==> src/rtl/rf_bank_arbiter.sv <==
// Banked register-file arbiter: splits two-operand read requests into per-bank FIFOs,
// issues one access per bank per cycle with CDB writebacks taking priority over reads.
module rf_bank_arbiter #(
  parameter  int NUM_OC     = 4,
  parameter  int NUM_BANK   = 4,
  parameter  int ROW_W      = 3,
  parameter  int DATA_W     = 32,
  parameter  int FIFO_DEPTH = 4,
  localparam int OC_W       = $clog2(NUM_OC),
  localparam int BANK_W     = $clog2(NUM_BANK),
  localparam int REG_W      = ROW_W + BANK_W
) (
  input  logic                       clk,
  input  logic                       rst,
  input  logic                       req_valid,
  input  logic [OC_W-1:0]            req_ocid,
  input  logic [1:0]                 req_mask,
  input  logic [REG_W-1:0]           req_reg_a,
  input  logic [REG_W-1:0]           req_reg_b,
  output logic                       req_ready,
  input  logic                       wr_en,
  input  logic [REG_W-1:0]           wr_reg,
  input  logic [DATA_W-1:0]          wr_data,
  output logic [NUM_BANK-1:0]        rf_re,
  output logic [NUM_BANK-1:0]        rf_we,
  output logic [NUM_BANK*ROW_W-1:0]  rf_addr,
  output logic [DATA_W-1:0]          rf_wdata,
  input  logic [NUM_BANK*DATA_W-1:0] rf_rdata,
  output logic [NUM_BANK-1:0]        bk_vld,
  output logic [NUM_BANK*OC_W-1:0]   bk_ocid,
  output logic [NUM_BANK-1:0]        bk_slot,
  output logic [NUM_BANK*DATA_W-1:0] bk_data,
  output logic [NUM_BANK-1:0]        bk_bz
);

  localparam int PTR_W = $clog2(FIFO_DEPTH);
  localparam int CNT_W = PTR_W + 1;

  typedef struct packed {
    logic [ROW_W-1:0] row;
    logic [OC_W-1:0]  ocid;
    logic             slot;
  } ent_t;

  ent_t                    mem_q  [NUM_BANK][FIFO_DEPTH];
  ent_t                    mem_d  [NUM_BANK][FIFO_DEPTH];
  logic [PTR_W-1:0]        rptr_q [NUM_BANK];
  logic [PTR_W-1:0]        rptr_d [NUM_BANK];
  logic [PTR_W-1:0]        wptr_q [NUM_BANK];
  logic [PTR_W-1:0]        wptr_d [NUM_BANK];
  logic [CNT_W-1:0]        cnt_q  [NUM_BANK];
  logic [CNT_W-1:0]        cnt_d  [NUM_BANK];
  logic [NUM_BANK-1:0]     vld_q, vld_d;
  logic [NUM_BANK*OC_W-1:0] ocid_q, ocid_d;
  logic [NUM_BANK-1:0]     slot_q, slot_d;

  logic [BANK_W-1:0]       bank_a, bank_b, wr_bank;
  logic [ROW_W-1:0]        row_a, row_b, wr_row;
  logic [NUM_BANK-1:0]     a_hit, b_hit;
  logic                    accept;

  assign bank_a  = req_reg_a[BANK_W-1:0];
  assign bank_b  = req_reg_b[BANK_W-1:0];
  assign wr_bank = wr_reg[BANK_W-1:0];
  assign row_a   = req_reg_a[REG_W-1:BANK_W];
  assign row_b   = req_reg_b[REG_W-1:BANK_W];
  assign wr_row  = wr_reg[REG_W-1:BANK_W];
  assign accept  = req_valid && req_ready;

  // Admission sees only the current occupancy; a pop in this same cycle is not credited.
  always_comb begin
    logic [1:0] need;
    req_ready = 1'b1;
    a_hit     = '0;
    b_hit     = '0;
    for (int b = 0; b < NUM_BANK; b++) begin
      a_hit[b] = req_mask[0] && (bank_a == BANK_W'(b));
      b_hit[b] = req_mask[1] && (bank_b == BANK_W'(b));
      need     = {1'b0, a_hit[b]} + {1'b0, b_hit[b]};
      if (CNT_W'(need) > (CNT_W'(FIFO_DEPTH) - cnt_q[b]))
        req_ready = 1'b0;
    end
  end

  always_comb begin
    ent_t             head;
    logic             pop;
    logic [PTR_W-1:0] wp;
    logic [1:0]       pushes;
    mem_d   = mem_q;
    rptr_d  = rptr_q;
    wptr_d  = wptr_q;
    cnt_d   = cnt_q;
    ocid_d  = ocid_q;
    slot_d  = slot_q;
    vld_d   = '0;
    rf_re   = '0;
    rf_we   = '0;
    rf_addr = '0;
    for (int b = 0; b < NUM_BANK; b++) begin
      head     = mem_q[b][rptr_q[b]];
      rf_we[b] = wr_en && (wr_bank == BANK_W'(b));
      pop      = !rf_we[b] && (cnt_q[b] != '0);
      rf_re[b] = pop;
      rf_addr[b*ROW_W +: ROW_W] = rf_we[b] ? wr_row : head.row;
      vld_d[b] = pop;
      if (pop) begin
        ocid_d[b*OC_W +: OC_W] = head.ocid;
        slot_d[b]              = head.slot;
        rptr_d[b]              = rptr_q[b] + PTR_W'(1);
      end
      // Operand a is pushed ahead of b when both land in the same bank.
      wp     = wptr_q[b];
      pushes = 2'd0;
      if (accept && a_hit[b]) begin
        mem_d[b][wp] = '{row: row_a, ocid: req_ocid, slot: 1'b0};
        wp           = wp + PTR_W'(1);
        pushes       = pushes + 2'd1;
      end
      if (accept && b_hit[b]) begin
        mem_d[b][wp] = '{row: row_b, ocid: req_ocid, slot: 1'b1};
        wp           = wp + PTR_W'(1);
        pushes       = pushes + 2'd1;
      end
      wptr_d[b] = wp;
      cnt_d[b]  = cnt_q[b] + CNT_W'(pushes) - CNT_W'(pop);
    end
  end

  always_ff @(posedge clk) begin
    mem_q <= mem_d;
  end

  always_ff @(posedge clk or posedge rst) begin
    if (rst) begin
      for (int b = 0; b < NUM_BANK; b++) begin
        rptr_q[b] <= '0;
        wptr_q[b] <= '0;
        cnt_q[b]  <= '0;
      end
      vld_q  <= '0;
      ocid_q <= '0;
      slot_q <= '0;
    end else begin
      rptr_q <= rptr_d;
      wptr_q <= wptr_d;
      cnt_q  <= cnt_d;
      vld_q  <= vld_d;
      ocid_q <= ocid_d;
      slot_q <= slot_d;
    end
  end

  always_comb begin
    for (int b = 0; b < NUM_BANK; b++)
      bk_bz[b] = (cnt_q[b] != '0);
  end

  assign bk_vld   = vld_q;
  assign bk_ocid  = ocid_q;
  assign bk_slot  = slot_q;
  assign bk_data  = rf_rdata;
  assign rf_wdata = wr_data;

endmodule

==> config.mk <==
export PLATFORM = sky130hd
export DESIGN_NAME = rf_bank_arbiter
export DESIGN_NICKNAME = d
export VERILOG_FILES = /design/src/rtl/rf_bank_arbiter.sv
export SDC_FILE = /design/constraint.sdc
export NUM_CORES = 1
export LEC_CHECK = 0
export ABC_AREA = 1
export BUFFER_PORTS_ARGS = -buffer_cell sky130_fd_sc_hd__buf_4
export CELL_PAD_IN_SITES_DETAIL_PLACEMENT = 0
export CELL_PAD_IN_SITES_GLOBAL_PLACEMENT = 1
export CORE_MARGIN = 8
export CORE_UTILIZATION = 38
export CTS_BUF_LIST = sky130_fd_sc_hd__clkbuf_2 sky130_fd_sc_hd__clkbuf_4 sky130_fd_sc_hd__clkbuf_8
export CTS_CLUSTER_SIZE = 28
export DETAILED_ROUTE_END_ITERATION = 8
export PLACE_DENSITY = 0.93
export SYNTH_ARGS = -nofsm -noshare
export SYNTH_HDL_FRONTEND = slang
export SYNTH_SLANG_ARGS = --single-unit
==> constraint.sdc <==
create_clock -name clk -period 10.05 [get_ports clk]
set_input_delay 1.005 -clock clk [delete_from_list [all_inputs] [get_ports clk]]
set_output_delay 1.005 -clock clk [all_outputs]
set_load 0.01 [all_outputs]
## Word-level counts from Yosys, hierarchy flattened

Index checks and enable logic that the tools add are counted.

| word-level totals | value |
|---|---|
| output and inout port bits | 201 |
| input bits | 183 |
| register bits | 140 |
| word-level logic and storage cells | 258 |

| cells by class | value |
|---|---|
| $lt $le $gt $ge | 24 |
| eq/ne operators | 9 |
| mux-type cells | 68 |
| bitwise gates (word level) | 12 |
| reductions and logical operators | 44 |
| add/sub/neg operators | 32 |

Operator list:

| cell | number |
|---|---|
| 24-bit bitwise mux | 8 |
| 24-bit two-way mux | 8 |
| 6-bit demux with 2-bit select | 8 |
| 6-bit two-way mux | 16 |
| 6-bit binary-select mux with 2-bit select | 4 |
| 3-bit greater-or-equal comparator, second input constant | 12 |
| 2-bit NOT with 3-bit output | 12 |
| 1-bit logical AND | 33 |
| 2-bit by 1-bit adder with 2-bit output, second input constant | 16 |
| 3-bit by 1-bit < comparator with 1-bit output, second input constant | 8 |
| 2-bit two-way mux | 12 |
| 3-bit by 2-bit adder with 3-bit output | 4 |
| 2-bit equality test, second input constant | 6 |
| 2-bit by 3-bit greater-than comparator with 1-bit output | 4 |
| 3-bit two-way mux | 4 |
| 3-bit nonzero test | 4 |
| 3-bit by 1-bit subtractor with 3-bit output | 4 |
| 3-bit subtractor, first input constant | 4 |
| 1-bit by 1-bit adder with 2-bit output | 4 |
| 1-bit two-way mux | 8 |
| 2-bit by 1-bit equality test with 1-bit output, second input constant | 3 |
| 2-bit zero test | 3 |
| 1-bit zero test | 4 |

## Depth between registers and ports, before layout

Gate-level depths: netlist (run 1).

| logic depth | value |
|---|---|
| depth after elaboration | 18 |
| depth in mapped cells | 25 |
| depth with buffers taken out | 23 |

## Worst setup path after synthesis (run 1)

OpenSTA, ideal clock, no wires.

| timing | value |
|---|---|
| path type | input to register |
| start point | in req_reg_b[1] |
| end point | reg cnt_q[5] in the netlist's numbering |
| data required time | 9.921 ns |
| arrival time | 4.406 ns |
| buffers on the path | 1 |
| cell stages on the path | 24 |
| slack | 5.515 ns |
| setup time | 0.129 ns |
| path through | inv_1 > nand2_1 > nor2_1 > ha_1 > inv_1 > ha_1 > inv_1 > nand2_1 > nand2_1 > nand2_1 > nand2_1 > nor3_2 > buf_4 > nand2_1 > inv_1 > ha_1 > inv_1 > ha_1 > inv_1 > ha_1 > inv_1 > fa_1 > xnor2_1 > xor2_1 |

RTL lines:

| what | line | text |
|---|---|---|
| start, declared | 19 | `input logic [REG_W-1:0] req_reg_b,` |
| end signal, assigned | 147 | `cnt_q <= cnt_d;` |
| end, declared | 51 | `logic [CNT_W-1:0] cnt_q [NUM_BANK];` |

==> flow_metrics.py, run 1 <==
metrics = {
    "sta": {
        "max_freq_mhz": 203,
        "worstMarginPinSlew_ps": 996,
        "hold_violations": 0,
        "post-route-period-util_pct": 49.0,
        "worst_clock_skew_ps": 14.7,
        "tns_ps": 0,
        "rsz0062_at_grt": "false",
        "final-setup-viol-count": 0,
        "slew_headroom_pct": 33.4,
        "maxSlewViolCount": 0,
        "min_period_ps": 4920,
    },
    "floorplan": {
        "die_area_um2": 30100,
        "die_w_um": 173,
        "row_count": 57,
        "core_area_um2": 24300,
        "start_util_pct": 38.7,
        "die_h_um": 173,
        "io_pins": 384,
    },
    "cells_and_area": {
        "post-route-util_pct": 38.7,
        "diodes": 0,
        "drive_gt1_share_pct": 11.7,
        "nets": 1433,
        "syn2layout_area_growth_pct": -0.119,
    },
    "synth": {
        "synth.top_cell.area_share_pct": 20.4,
        "yosysTopAreaCell": "dfxtp_1",
        "synthAdderAreaFrac_pct": 9.88,
        "synth-seq-cells": 140,
        "yosys_warnings": 0,
        "netlist_area_um2": 9420,
        "syn_nets": 1546,
        "synth_cells": 1291,
        "synth.avg_cell_area_um2": 7.30,
        "synth.area.top_cells": "dfxtp_1 (20%), buf_4 (13%), nand2_1 (13%), dfrtp_1 (12%), ha_1 (9.0%)",
        "ys_seq_area_share_pct": 32.1,
        "synth_xor_area_share_pct": 1.12,
        "synth_top_family_by_area": "simple AND/OR/NAND/NOR gates",
        "ys_types": 30,
        "synth-simple-area-share_pct": 29.5,
        "synthMuxAreaShare_pct": 0,
        "synth_compound_area_share_pct": 5.84,
    },
    "outcome": {
        "status": "finished, final reports clean",
    },
    "power": {
        "p_per_area_nw_per_um2": 326,
        "vdd_drop_max_mv": 0.216,
        "leakagePower_uw": 0.00515,
    },
    "clock_network": {
        "clock-sinks": 140,
        "cts_htree_levels": 4,
        "path_clk_slew_ps": 90,
        "clock_latency_ps": 460,
        "clockBufferDepth": 2,
        "cts-hold-fix-buffers": 0,
        "numCtsBuffers": 17,
        "cts_tree": "yes",
        "cts_resized": 0,
        "cts_setup_buffers": 0,
        "clockRootBuffer": "clkbuf_8",
    },
    "route": {
        "via_count": 7497,
        "drc": 0,
        "drt_pass1_iterations": 5,
        "avgViaCountPerCell": 4.95,
        "drt_iter0_markers": 496,
        "antenna_left": 0,
        "wl_per_cell_um": 15.1,
        "wl_um": 22900,
    },
    "critical_path": {
        "worstSetupStartpointType": "input pin",
        "crit_family": "adder cells",
        "cp.required_ps": 10430,
        "cp.buffers_inverters": 9,
        "slowest_delay_ps": 700,
        "endpoint_kind": "flip-flop",
        "arrival_ps": 5300,
        "slowest_stage": "nor2_1",
        "crit_fanout": 51,
        "crit_top_cell": "inv_1",
        "crit_type": "input pin to flip-flop",
    },
    "grt": {
        "grt_overflow": 0,
        "track_usage_pct": 15.0,
        "grt_pass1_wl_um": 37000,
        "grt_max_degree": 52,
        "grt_pass1_vias": 7283,
        "antenna_found_initial": 0,
    },
    "worst_hold_path": {
        "holdCritPathClass": "flip-flop to flip-flop",
    },
    "place": {
        "port_buffers": 63,
        "hpwl_um": 16500,
        "gp_congestion": 0.799,
    },
    "job": {
        "maxCapViolCount": 0,
    },
}
tightest hold or removal path, stage by stage (launching register included):
cell and delay, ps:
dfxtp_1 320, nand2_1 60, nand2_1 40
placed cells by master (no fill, tap or decap), types with 4 or more instances in the layout:
cell | synthesis | layout
nand2_1 | 319 | 319
inv_1 | 161 | 160
dfxtp_1 | 96 | 96
nand3_1 | 92 | 92
nor2_1 | 88 | 88
buf_4 | 164 | 73
ha_1 | 68 | 68
nand4_1 | 55 | 55
o21ai_0 | 48 | 48
dfrtp_1 | 44 | 44
a21oi_1 | 26 | 26
a31oi_1 | 24 | 24
clkbuf_8 | 0 | 17
nand4_2 | 9 | 9
nand3_4 | 8 | 8
nand3_2 | 8 | 8
nor3_1 | 10 | 7
xnor2_1 | 7 | 7
xor2_1 | 5 | 5
nor3_2 | 2 | 4
nand3b_1 | 4 | 4
fa_1 | 4 | 4
clkbuf_4 | 0 | 4
bufinv_16 | 0 | 4
flip-flops by register name, indices dropped and copies added, names as in the netlist:
register and count:
mem_q 96, cnt_q 12, bk_ocid 8, rptr_q 8
wptr_q 8, bk_slot 4, bk_vld 4
layout make-up:
type	count	area, um^2
Sequential cell	140	3020
Multi-Input combinational cell	784	4390
Tap cell	324	405
Inverter	162	608
Timing Repair Buffer	73	548
Clock buffer	21	264
Fill cell	2516	14900
Clock inverter	11	171
metal layers:
layer / GRT usage [%] / wire length, um
met1: 19.1 / 10600
met2: 24.3 / 10500
met3: 3.09 / 1300
met4: 6.40 / 510
met5: 0 / 0
kinds of logic (layout without fill, tap and decap cells):
kind of cell / count (synthesis) / in the layout
compound gates: 102 / 102
xor+xnor: 12 / 12
fa+ha+maj: 72 / 72
buf+inv: 367 / 267
flops: 140 / 140
simple gates: 598 / 598
metrics by stage:
step,worst slack (ps),cells,total power [uW],hold slack [ps],instance area (um^2)
after floorplan,5520,1291,2190,413,9420
after global placement,4830,1483,2520,422,8980
final,5130,1515,3070,447,9410
after CTS,5160,1515,3100,447,9410
after detailed placement,4690,1483,2580,427,8980
after global routing,4780,1515,3370,464,9410
Yosys cell counts:
master / number
nor2_1: 88
nand3_2: 8
nand3b_1: 4
nor3_1: 10
nand3_4: 8
a31oi_1: 24
dfxtp_1: 96
clkbuf_2: 1
o21bai_1: 2
o21ai_0: 48
clkinv_1: 1
inv_1: 161
xnor2_1: 7
buf_6: 2
fa_1: 4
nand4_2: 9
nor2_2: 1
a21oi_1: 26
xor2_1: 5
nand2_1: 319
a21boi_0: 2
dfrtp_1: 44
buf_2: 16
buf_4: 164
clkbuf_1: 22
nor3_2: 2
nand4_1: 55
ha_1: 68
nand2_2: 2
nand3_1: 92
path summary, 6_finish.rpt:
path	cells past startpoint	to	slack, ps	start
min in group asynchronous	3	bk_slot[0]	740	rst
setup / recovery	25	cnt_q[5]	5130	req_reg_b[1]
hold reg to reg	2	mem_q[36]	450	mem_q[36]
hold / removal	2	mem_q[36]	450	mem_q[36]
max in group asynchronous	3	wptr_q[0]	8840	rst
setup reg to reg	21	cnt_q[5]	6120	cnt_q[6]
report_power, final:
part           internal (uW)  switching [uW]
sequential               838             173
clock                    282             230
combinational            599             951
(Power assumes the default switching activity.)
==> run 2: changes to the inputs <==
Settings changed: ABC_AREA 1 to 0, CORE_UTILIZATION 38 to 37, PLACE_DENSITY 0.93 to 0.87.
Clock period 10.05 ns to 4.8 ns, I/O delays scaled along.
==> run 2 against run 1 <==
Against the previous run:
- via count fell by 19%
- core utilization fell by 0.82 points
- wire length fell by 4.1%
- sequential power rose by 120%
- synthesized cell count fell by 29%
- clock-buffer cell count did not move
- cell count fell by 24%
- largest cell class unchanged
==> flow_metrics.py, run 2 <==
metrics = {
    "sta": {
        "tns_ps": 0,
        "worst_clock_skew_ps": 22.3,
        "slew_headroom_pct": 55.7,
        "min_period_ps": 3960,
        "max_freq_mhz": 253,
        "worstMarginPinSlew_ps": 664,
        "rsz0062_at_grt": "false",
        "layout_setup_ws_ps": 844,
        "post-route-period-util_pct": 82.4,
        "maxSlewViolCount": 0,
        "hold_violations": 0,
        "final-setup-viol-count": 0,
    },
    "critical_path": {
        "crit_type": "input pin to flip-flop",
        "worstSetupStartpointType": "input pin",
        "ff2ff_setup_slack_ps": 940,
        "crit_top_cell": "ha_1",
        "reg2reg_depth": 20,
        "r2r_start": "cnt_q[9]",
        "crit_path_end": "cnt_q[5]",
        "endpoint_kind": "flip-flop",
        "cp.required_ps": 5140,
        "slowest_stage": "and3_1",
        "crit_chain": "buf_4, and3_1, ha_1, ha_1, nor2b_1, o211ai_2, nand4_4, inv_4, and2_1, nand2_1, inv_1, ha_1, inv_1, ha_1, inv_1, ha_1, inv_1, fa_1, xor2_1, xnor2_1",
        "slowest_delay_ps": 510,
        "crit_fanout": 10,
        "worst_r2r_endpoint": "cnt_q[5]",
        "arrival_ps": 4290,
        "crit_start": "req_reg_b[1]",
    },
    "synth": {
        "yosysMostFrequentCell": "buf_4",
        "synth.area.top_cells": "dfxtp_1 (21%), buf_4 (13%), dfrtp_1 (12%), ha_1 (9.3%), mux4_2 (5.9%)",
        "synth-seq-cells": 140,
        "synth-edff-count": 0,
        "yosys_warnings": 0,
        "ys.flop_type": "dfxtp_1",
        "synth_cells": 912,
        "ys_types": 47,
        "ys_seq_area_share_pct": 33.2,
        "netlist_area_um2": 9100,
        "yosys-top-cells-count": "buf_4 (162), dfxtp_1 (96), ha_1 (68)",
        "synthArstFlopShare_pct": 31.4,
        "syn_nets": 1167,
        "synth.top_cell.area_share_pct": 21.1,
        "synth.avg_cell_area_um2": 9.98,
        "yosysTopAreaCell": "dfxtp_1",
    },
    "clock_network": {
        "clockBufferDepth": 2,
        "path_clk_slew_ps": 90,
        "cts_setup_buffers": 0,
        "cts_htree_levels": 4,
        "cts-hold-fix-buffers": 0,
        "cts_resized": 0,
        "clock_latency_ps": 470,
        "numCtsBuffers": 17,
        "clockRootBuffer": "clkbuf_8",
        "cts_tree": "yes",
        "clock-sinks": 140,
    },
    "place": {
        "pre_cts_ws_ps": 388,
        "gp_congestion": 0.792,
        "hpwl_um": 16800,
        "port_buffers": 63,
    },
    "cells_and_area": {
        "nets": 1066,
        "layout_common_cells": "dfxtp_1 (96), buf_4 (78), ha_1 (68), nand2_1 (66), inv_1 (58)",
        "diodes": 0,
        "drive_gt1_share_pct": 25.1,
        "post-route-util_pct": 37.9,
        "n_fill_cell": 2452,
        "multi_input_area_um2": 4480,
        "reg_top3": "mem_q x96, cnt_q x12",
        "top_register": "mem_q",
        "layout_commonest_cell": "dfxtp_1",
        "seqCellArea_um2": 3020,
        "largest_register_ffs": 96,
        "syn2layout_area_growth_pct": 0.879,
    },
    "worst_hold_path": {
        "holdCritPathClass": "input pin to async pin",
    },
    "route": {
        "wl_um": 21900,
        "drt_iter0_markers": 339,
        "avgViaCountPerCell": 5.28,
        "wl_per_cell_um": 19.1,
        "via_count": 6059,
        "antenna_left": 0,
        "drt_pass1_iterations": 5,
        "drc": 0,
    },
    "power": {
        "finalPower_uw": 6610,
        "vdd_drop_max_mv": 0.313,
        "leakagePower_uw": 0.00405,
        "p_per_area_nw_per_um2": 720,
    },
    "floorplan": {
        "start_util_pct": 37.5,
        "die_w_um": 173,
        "die_area_um2": 29900,
        "row_count": 57,
        "die_h_um": 173,
        "core_area_um2": 24200,
        "io_pins": 384,
    },
    "outcome": {
        "status": "finished, final reports clean",
    },
    "grt": {
        "track_usage_pct": 14.7,
        "grt_pass1_wl_um": 35000,
        "antenna_found_initial": 0,
        "grt_pass1_vias": 6238,
        "grt_overflow": 0,
        "grt_max_degree": 45,
    },
    "job": {
        "maxCapViolCount": 0,
    },
}
==> run 2: cell count changes after synthesis, moves of 36 or more <==
cell / before / now
mux2_2: 0 / 46
o21a_1: 0 / 36
nand4_1: 55 / 8
nand2_1: 319 / 66
inv_1: 161 / 59
nor2_1: 88 / 31
nand3_1: 92 / 19
==> run 2: critical path, delay by kind of cell <==
| family | cells | cell delay, ps |
|---|---|---|
| and+or+nand+nor | 5 | 1330 |
| xor gates and xnor gates | 2 | 300 |
| buffers and inverters | 6 | 540 |
| adders and majority gates | 6 | 1460 |
| AOI/OAI and AO/OA | 1 | 180 |
==> run 2: stage by stage <==
step | hold WS, ps | instance area (um^2) | cells
after floorplan | 418 | 9100 | 912
after global placement | 428 | 8720 | 1116
after detailed placement | 436 | 8720 | 1116
after CTS | 196 | 9190 | 1148
after global routing | 227 | 9190 | 1148
final | 178 | 9190 | 1148
==> run 2: logic make-up (layout without fill, tap and decap cells) <==
logic type      after synthesis  in the layout  synth area share (%)
mux                          95             95                  14.6
compound gates              151            151                  11.2
simple gates                165            165                  10.1
flops                       140            140                  33.2
xor+xnor                     31             31                  2.98
buf+inv                     258            170                  17.7
fa+ha+maj                    72             72                  10.2
==> run 2: power breakdown <==
group          internal, uW  switching (uW)  leakage, uW
clock                   657             461     0.000237
combinational          1580            1730      0.00248
sequential             1760             432      0.00133
total                  3990            2620      0.00405
==> run 2: per-layer routing <==
metal	GRT usage [%]	wire, um	vias up
li1	-	-	2798
met1	16.0	8460	2962
met2	25.2	10900	214
met3	4.64	1490	85
met4	8.19	1040	0
met5	0.166	0	-
==> run 2: how the worst min path moves through the flow <==
stage                    from  depth (start not counted)        end
floorplan           mem_q[72]                          2  mem_q[72]
global placement    mem_q[36]                          2  mem_q[36]
detailed placement  mem_q[36]                          2  mem_q[36]
CTS                       rst                          3  bk_vld[0]
global route              rst                          3  bk_vld[0]
finish                    rst                          3  bk_vld[0]
==> run 2: layout make-up <==
cell class                 instances  area share, %
multi-input combinational        514           48.8
sequential                       140           32.9
timing repair buffer              78           6.38
tap                              324           4.41
clock buffer                      21           3.01
inverter                          60           2.48
clock inverter                    11           2.04
